`src/rtl/datamem_arbiter.sv`:
```
// Two-port arbiter and access sequencer for the 256 x 8 datamem array (APB side = port A, I2C side = port B).
// Define DATAMEM_ARB_RR_EN for round-robin tie-breaking; without it port A has fixed priority.
module datamem_arbiter #(
    parameter int ADDR_W = 8,
    parameter int DATA_W = 8
) (
    input  logic              clk,
    input  logic              rst,
    input  logic              apb_req,
    input  logic              apb_we,
    input  logic [ADDR_W-1:0] apb_addr,
    input  logic [DATA_W-1:0] apb_wdata,
    output logic              apb_gnt,
    output logic              apb_done,
    output logic [DATA_W-1:0] apb_rdata,
    input  logic              i2c_req,
    input  logic              i2c_we,
    input  logic [ADDR_W-1:0] i2c_addr,
    input  logic [DATA_W-1:0] i2c_wdata,
    output logic              i2c_gnt,
    output logic              i2c_done,
    output logic [DATA_W-1:0] i2c_rdata,
    output logic [ADDR_W-1:0] mem_read_addr,
    output logic [ADDR_W-1:0] mem_write_addr,
    output logic [DATA_W-1:0] mem_write_data,
    output logic              mem_read,
    output logic              mem_write,
    input  logic [DATA_W-1:0] mem_read_data,
    output logic              busy
);

    typedef enum logic [1:0] {S_IDLE, S_ACCESS, S_RESP} state_t;

    state_t            state_q, state_d;
    logic              owner_b_q, owner_b_d;
    logic              we_q, we_d;
    logic [ADDR_W-1:0] addr_q, addr_d;
    logic [DATA_W-1:0] wdata_q, wdata_d;
    logic              mem_read_q, mem_read_d;
    logic              mem_write_q, mem_write_d;
    logic              apb_gnt_q, apb_gnt_d, i2c_gnt_q, i2c_gnt_d;
    logic              apb_done_q, apb_done_d, i2c_done_q, i2c_done_d;
    logic [DATA_W-1:0] apb_rdata_q, apb_rdata_d, i2c_rdata_q, i2c_rdata_d;
    logic              busy_q, busy_d;
    logic              pick_b;
`ifdef DATAMEM_ARB_RR_EN
    logic              last_b_q, last_b_d;
`endif

    // Port B wins only when A is absent or, with round-robin, when A was served last.
    always_comb begin
`ifdef DATAMEM_ARB_RR_EN
        pick_b = i2c_req & (~apb_req | ~last_b_q);
`else
        pick_b = i2c_req & ~apb_req;
`endif
    end

    always_ff @(posedge clk) begin
        if (rst) begin
            state_q     <= S_IDLE;
            owner_b_q   <= 1'b0;
            we_q        <= 1'b0;
            addr_q      <= '0;
            wdata_q     <= '0;
            mem_read_q  <= 1'b0;
            mem_write_q <= 1'b0;
            apb_gnt_q   <= 1'b0;
            i2c_gnt_q   <= 1'b0;
            apb_done_q  <= 1'b0;
            i2c_done_q  <= 1'b0;
            apb_rdata_q <= '0;
            i2c_rdata_q <= '0;
            busy_q      <= 1'b0;
`ifdef DATAMEM_ARB_RR_EN
            last_b_q    <= 1'b1;
`endif
        end else begin
            state_q     <= state_d;
            owner_b_q   <= owner_b_d;
            we_q        <= we_d;
            addr_q      <= addr_d;
            wdata_q     <= wdata_d;
            mem_read_q  <= mem_read_d;
            mem_write_q <= mem_write_d;
            apb_gnt_q   <= apb_gnt_d;
            i2c_gnt_q   <= i2c_gnt_d;
            apb_done_q  <= apb_done_d;
            i2c_done_q  <= i2c_done_d;
            apb_rdata_q <= apb_rdata_d;
            i2c_rdata_q <= i2c_rdata_d;
            busy_q      <= busy_d;
`ifdef DATAMEM_ARB_RR_EN
            last_b_q    <= last_b_d;
`endif
        end
    end

    always_comb begin
        state_d = state_q;
        unique case (state_q)
            S_IDLE:   if (apb_req || i2c_req) state_d = S_ACCESS;
            S_ACCESS: state_d = S_RESP;
            S_RESP:   state_d = S_IDLE;
            default:  state_d = S_IDLE;
        endcase
    end

    always_comb begin
        // NOTE: every _d gets a hold/default value first so no branch can infer a latch.
        owner_b_d   = owner_b_q;
        we_d        = we_q;
        addr_d      = addr_q;
        wdata_d     = wdata_q;
        mem_read_d  = 1'b0;
        mem_write_d = 1'b0;
        apb_gnt_d   = 1'b0;
        i2c_gnt_d   = 1'b0;
        apb_done_d  = 1'b0;
        i2c_done_d  = 1'b0;
        apb_rdata_d = apb_rdata_q;
        i2c_rdata_d = i2c_rdata_q;
        busy_d      = (state_d != S_IDLE);
`ifdef DATAMEM_ARB_RR_EN
        last_b_d    = last_b_q;
`endif
        unique case (state_q)
            S_IDLE: begin
                if (apb_req || i2c_req) begin
                    owner_b_d   = pick_b;
                    we_d        = pick_b ? i2c_we : apb_we;
                    addr_d      = pick_b ? i2c_addr : apb_addr;
                    if (we_d) wdata_d = pick_b ? i2c_wdata : apb_wdata;
                    mem_write_d = we_d;
                    mem_read_d  = ~we_d;
                    apb_gnt_d   = ~pick_b;
                    i2c_gnt_d   = pick_b;
`ifdef DATAMEM_ARB_RR_EN
                    last_b_d    = pick_b;
`endif
                end
            end
            S_ACCESS: begin
                // Read data is captured at the edge that closes ACCESS and shown during RESP.
                apb_done_d = ~owner_b_q;
                i2c_done_d = owner_b_q;
                if (!we_q) begin
                    if (owner_b_q) i2c_rdata_d = mem_read_data;
                    else           apb_rdata_d = mem_read_data;
                end
            end
            default: ;
        endcase
    end

    assign apb_gnt        = apb_gnt_q;
    assign apb_done       = apb_done_q;
    assign apb_rdata      = apb_rdata_q;
    assign i2c_gnt        = i2c_gnt_q;
    assign i2c_done       = i2c_done_q;
    assign i2c_rdata      = i2c_rdata_q;
    assign mem_read_addr  = addr_q;
    assign mem_write_addr = addr_q;
    assign mem_write_data = wdata_q;
    assign mem_read       = mem_read_q;
    assign mem_write      = mem_write_q;
    assign busy           = busy_q;

endmodule

```
`config.mk`:
```
export PLATFORM = sky130hd
export DESIGN_NAME = datamem_arbiter
export DESIGN_NICKNAME = d
export VERILOG_FILES = /design/src/rtl/datamem_arbiter.sv
export SDC_FILE = /design/constraint.sdc
export NUM_CORES = 1
export LEC_CHECK = 0
export ABC_AREA = 1
export BUFFER_PORTS_ARGS = -buffer_cell sky130_fd_sc_hd__buf_4
export CAP_MARGIN = 20
export CORE_MARGIN = 4
export CORE_UTILIZATION = 40
export CTS_CLUSTER_SIZE = 25
export DETAILED_ROUTE_END_ITERATION = 8
export GPL_ROUTABILITY_DRIVEN = 1
export MAX_ROUTING_LAYER = met4
export PLACE_DENSITY = 0.83
export SKIP_CTS_REPAIR_TIMING = 1
export SYNTH_ARGS = -nofsm -noshare
export SYNTH_HDL_FRONTEND = slang
export SYNTH_SLANG_ARGS = --single-unit
```
`constraint.sdc`:
```
create_clock -name clk -period 1 [get_ports clk]
set_input_delay 0.05 -clock clk [delete_from_list [all_inputs] [get_ports clk]]
set_output_delay 0.05 -clock clk [all_outputs]
set_load 0.02 [all_outputs]
```
Word-level counts from Yosys, hierarchy flattened
Index checks and enable logic that the tools add are counted.

Reduce and logical (&&, ||, !) cells: 9. Mux-type cells: 5. Bitwise logic cells: 9. Equality and inequality tests: 1.

Operators by type and width (number): $mux 8 (2); $reduce_and 3->1 (3); $not 1->1 (8); $pmux 2 s2 (1); $reduce_or 3->1 (1); $eq 2x1->1 const B (1); $logic_not 2->1 (1); $mux 2 (1); $reduce_and 2->1 (1); $reduce_bool 2->1 (1); $reduce_or 2->1 (1); $and 1x1->1 (1); $logic_or 1x1->1 (1); $mux 1 (1).

Register bits after elaboration: 43. Word-level logic and storage cells: 38. Output and inout port bits: 47.

Logic depth before layout (Yosys ltp)
Depth after elaboration: 4. Depth in mapped cells: 8. Gate-level depth less buffers: 8.

Worst setup path before layout
Ideal clock, no wire load.

Kind: register to register. Start: register state_q[0]. End: register wdata_q[6], in the netlist mem_write_data[6]. Stages on the path, launching flop included: 8. Period minus slack after synthesis: 1.114 ns. Data required time: 0.889 ns. Buffers on the path: 1. Setup slack: -0.114 ns. Arrival: 1.004 ns. Path through: dfxtp_1 -> nor2_1 -> inv_1 -> nor2_4 -> nand2_4 -> buf_8 -> nor2_4 -> nor2_2.

Longest elaborated chain between the ends: 2.

RTL lines: from (decl) (RTL line 34) `state_t state_q, state_d;`; from (signal assigned) (RTL line 79) `state_q <= state_d;`; $logic_not 2->1 (RTL line 127) `unique case (state_q)`; $reduce_and 3->1 (no line); to (signal assigned) (RTL line 83) `wdata_q <= wdata_d;`; to (decl) (RTL line 38) `logic [DATA_W-1:0] wdata_q, wdata_d;`.

Every way passes these cells. A chain may end at the register's enable or synchronous reset.

Final worst setup path
Start: register state_q[0]. End: register wdata_q[2], in the netlist mem_write_data[2].

Same word-level chain as after synthesis.

==> key figures <==
STA
  – Slew Limit Fails: 0
  – Least-Margin Pin Slew: 0.289 ns
  – F_max: 867 MHz
  – Final setup margin: -0.154 ns
  – Final hold vios: 1
  – Final Cycle Share: 115%
  – Minimum clock period: 1.15 ns
  – # setup viols final: 36
  – Setup TNS: -3.05 ns
  – Clock Skew: 0.00408 ns
  – RSZ-0062 raised after global routing: yes
  – Headroom to the max-slew limit: 80.7%
  – Hold_ws: -0.00777 ns

Synthesis
  – Seq/Total Area, Yosys: 47.2%
  – Area contributors post-synth: dfxtp_1, nand2_1, nor2_1
  – Top_reg_cell synth: dfxtp_1
  – Share of the synthesized area in the top cell type: 47.2%
  – Fraction of registers with async set/reset: 0%
  – Mux contribution to synthesized area: 0%
  – Main combinational cell family by area after synthesis: simple AND/OR/NAND/NOR gates
  – Simple-Gate Fraction of Synth Area: 35.4%
  – Synth Area in Compound Gates: 7.20%
  – Unique masters post-synth: 18
  – Mapped Avg Cell Area: 7.18 um2
  – Post-synth EDFFs: 0
  – Yosys top cell by area: dfxtp_1
  – Mapped Area: 0.00182 mm2
  – FF+latch count, synth: 43
  – Post-Synth Adder-Cell Area: 0%
  – Post-synthesis xor/xnor area fraction: 0%
  – Syn nets: 300
  – Post-Synthesis Cells: 254
  – Synth warnings: 0

Clocking
  – CTS tree: built
  – Root Buffer: clkbuf_8
  – Clock transition at path regs: 0.08 ns
  – Largest buffer count on any clock path: 2
  – CTS Buf Count: 5
  – Clock sinks: 43
  – Worst-Skew Late Latency: 0.29 ns
  – H-tree depth: 2

Worst setup path
  – Crit path max-delay cell type: dfxtp_2
  – Crit path cell chain: nor2_4 > inv_2 > nor2_4 > buf_12 > nand2_8 > nor2_2 > nor2_1
  – Critical path's most frequent cell: nor2_4
  – WP data arrival: 1.35 ns
  – Worst path max stage delay: 0.34 ns
  – Kind of critical path: reg2reg
  – CP endpoint kind: register
  – WP data required: 1.19 ns
  – Largest fanout on the critical path: 9
  – CP Launch Type: register

Hold path
  – Hold Crit Class: in2reg

Placed design
  – Gpl congestion: 0.762
  – Input/output buffers: 92
  – Post-Place Cells: 392
  – DP Wirelength: 3.57 mm
  – DP Worst Slack: -0.167 ns

GRT
  – First-pass GRT wire length: 7.47 mm
  – Pin count of the biggest net entering global routing: 23
  – Initial antenna violation count: 0
  – Total congestion overflow: 0
  – Vias in the first global route: 1755
  – GRT Total Usage: 17.9%

Power and ir drop
  – Pwr dens: 1640 mW/mm2
  – Pleak: 1.46 nW
  – VDD IR max: 0.694 mV
  – Final total power: 4.73 mW

Final layout
  – # diodes: 0
  – Layout cells sized above 1: 43.5%
  – Area growth syn-to-layout: 58.3%
  – Finished Layout Cells: 408
  – Nets: 401

Floorplan
  – Die X: 75.5 um
  – # rows: 24
  – Core area: 0.00438 mm2
  – Starting Density: 41.6%
  – Total die area: 0.00570 mm2
  – Die height: 75.5 um
  – IO Count: 93

Drt
  – Routed vias/inst: 4.71
  – Iter 0 DRT Violations: 117
  – Routed wire length: 5.18 mm
  – Vias: 1922
  – Post-route ant nets: 0
  – DRT Pass-1 Iters: 4
  – Number of remaining DRC errors: 0
  – Wirelength per Cell: 12.7 um

Run
  – Max-Cap Viols: 0

Run status
  – Failing checks: hold timing, setup timing
  – Status: finished with violations
final cells by class:
class / instances / area [um2]
inverters: 21 / 88.8
multi-input cells: 179 / 912
fillers: 384 / 1500
clock inverters: 2 / 60.1
well taps: 52 / 65.1
repair buffers: 105 / 825
flip-flops and latches: 43 / 865
clock buffers: 6 / 72.6
path summary, 6_finish.rpt:
| path | start | endpoint | slack (ns) | cells after the start |
|---|---|---|---|---|
| max | state_q[0] | mem_write_data[2] | -0.15 | 7 |
| min | mem_read_data[0] | i2c_rdata[0] | -0.008 | 3 |
| max reg2reg | state_q[0] | mem_write_data[2] | -0.15 | 7 |
| min reg2reg | apb_rdata[4] | apb_rdata[4] | 0.49 | 2 |
layout by cell type (no fill, tap or decap):
cell	synthesis	routed
inv_4	1	2
dfxtp_2	0	3
bufinv_16	0	2
nand3_4	0	2
inv_6	0	1
buf_12	0	2
clkbuf_1	3	1
nand2_8	0	2
nand3_2	0	1
nand2_2	0	4
o21ai_1	1	9
nor2_2	9	11
nand2_4	4	4
nor2_4	2	6
o21ai_0	21	9
inv_1	18	14
o21ai_2	1	5
clkbuf_8	0	5
buf_4	9	99
dlygate4sd3_1	0	3
nand3_1	6	4
nand2_1	73	69
inv_2	2	4
dfxtp_1	43	40
nor2_1	58	52
o22ai_2	1	1
buf_6	1	1
worst max-delay path: cells and delay by family (launching register included):
| kind | cells | cell delay [ns] |
|---|---|---|
| and+or+nand+nor | 5 | 0.50 |
| buffers and inverters | 2 | 0.20 |
| DFF | 1 | 0.34 |
per-layer routing:
metal	track usage, %	routed length, um
met1	19.0	1950
met2	31.6	2810
met3	5.01	344
met4	6.41	76
met5	-	0
stage by stage:
| step | utilization [%] | area (um2) |
|---|---|---|
| detailed placement | 58.5 | 2570 |
| global placement | 58.5 | 2570 |
| global route | 65.9 | 2890 |
| floorplan | - | 1840 |
| CTS | 61.6 | 2700 |
| finish | 65.9 | 2890 |
where the power goes:
group          leakage (nW)  switching [mW]  internal [mW]  total (mW)
Clock                0.0654           0.582          0.998        1.58
Sequential            0.354          0.0854           1.85        1.93
Combinational          1.04           0.671          0.546        1.22
Yosys cell counts, types with 2 or more instances:
cell type   n
inv_2       2
inv_1      18
buf_4       9
nand3_1     6
o21ai_0    21
nand2_4     4
nand2_1    73
nor2_4      2
nor2_1     58
clkbuf_1    3
dfxtp_1    43
nor2_2      9
kinds of logic after synthesis:
kind of cell / count (synthesis)
buffers and inverters: 35
AO/OA/AOI/OAI: 24
flip-flops: 43
AND/OR/NAND/NOR: 152
flip-flops by register name, indices dropped and copies added (netlist names):
signal and count:
busy 1, apb_done 1, we_q 1, apb_gnt 1, apb_rdata 8, mem_write_data 8, mem_read 1, mem_read_addr 8
mem_write 1, i2c_done 1, state_q 2, i2c_rdata 8, i2c_gnt 1, owner_b_q 1
No activity file was read; power rests on OpenSTA's default activity.
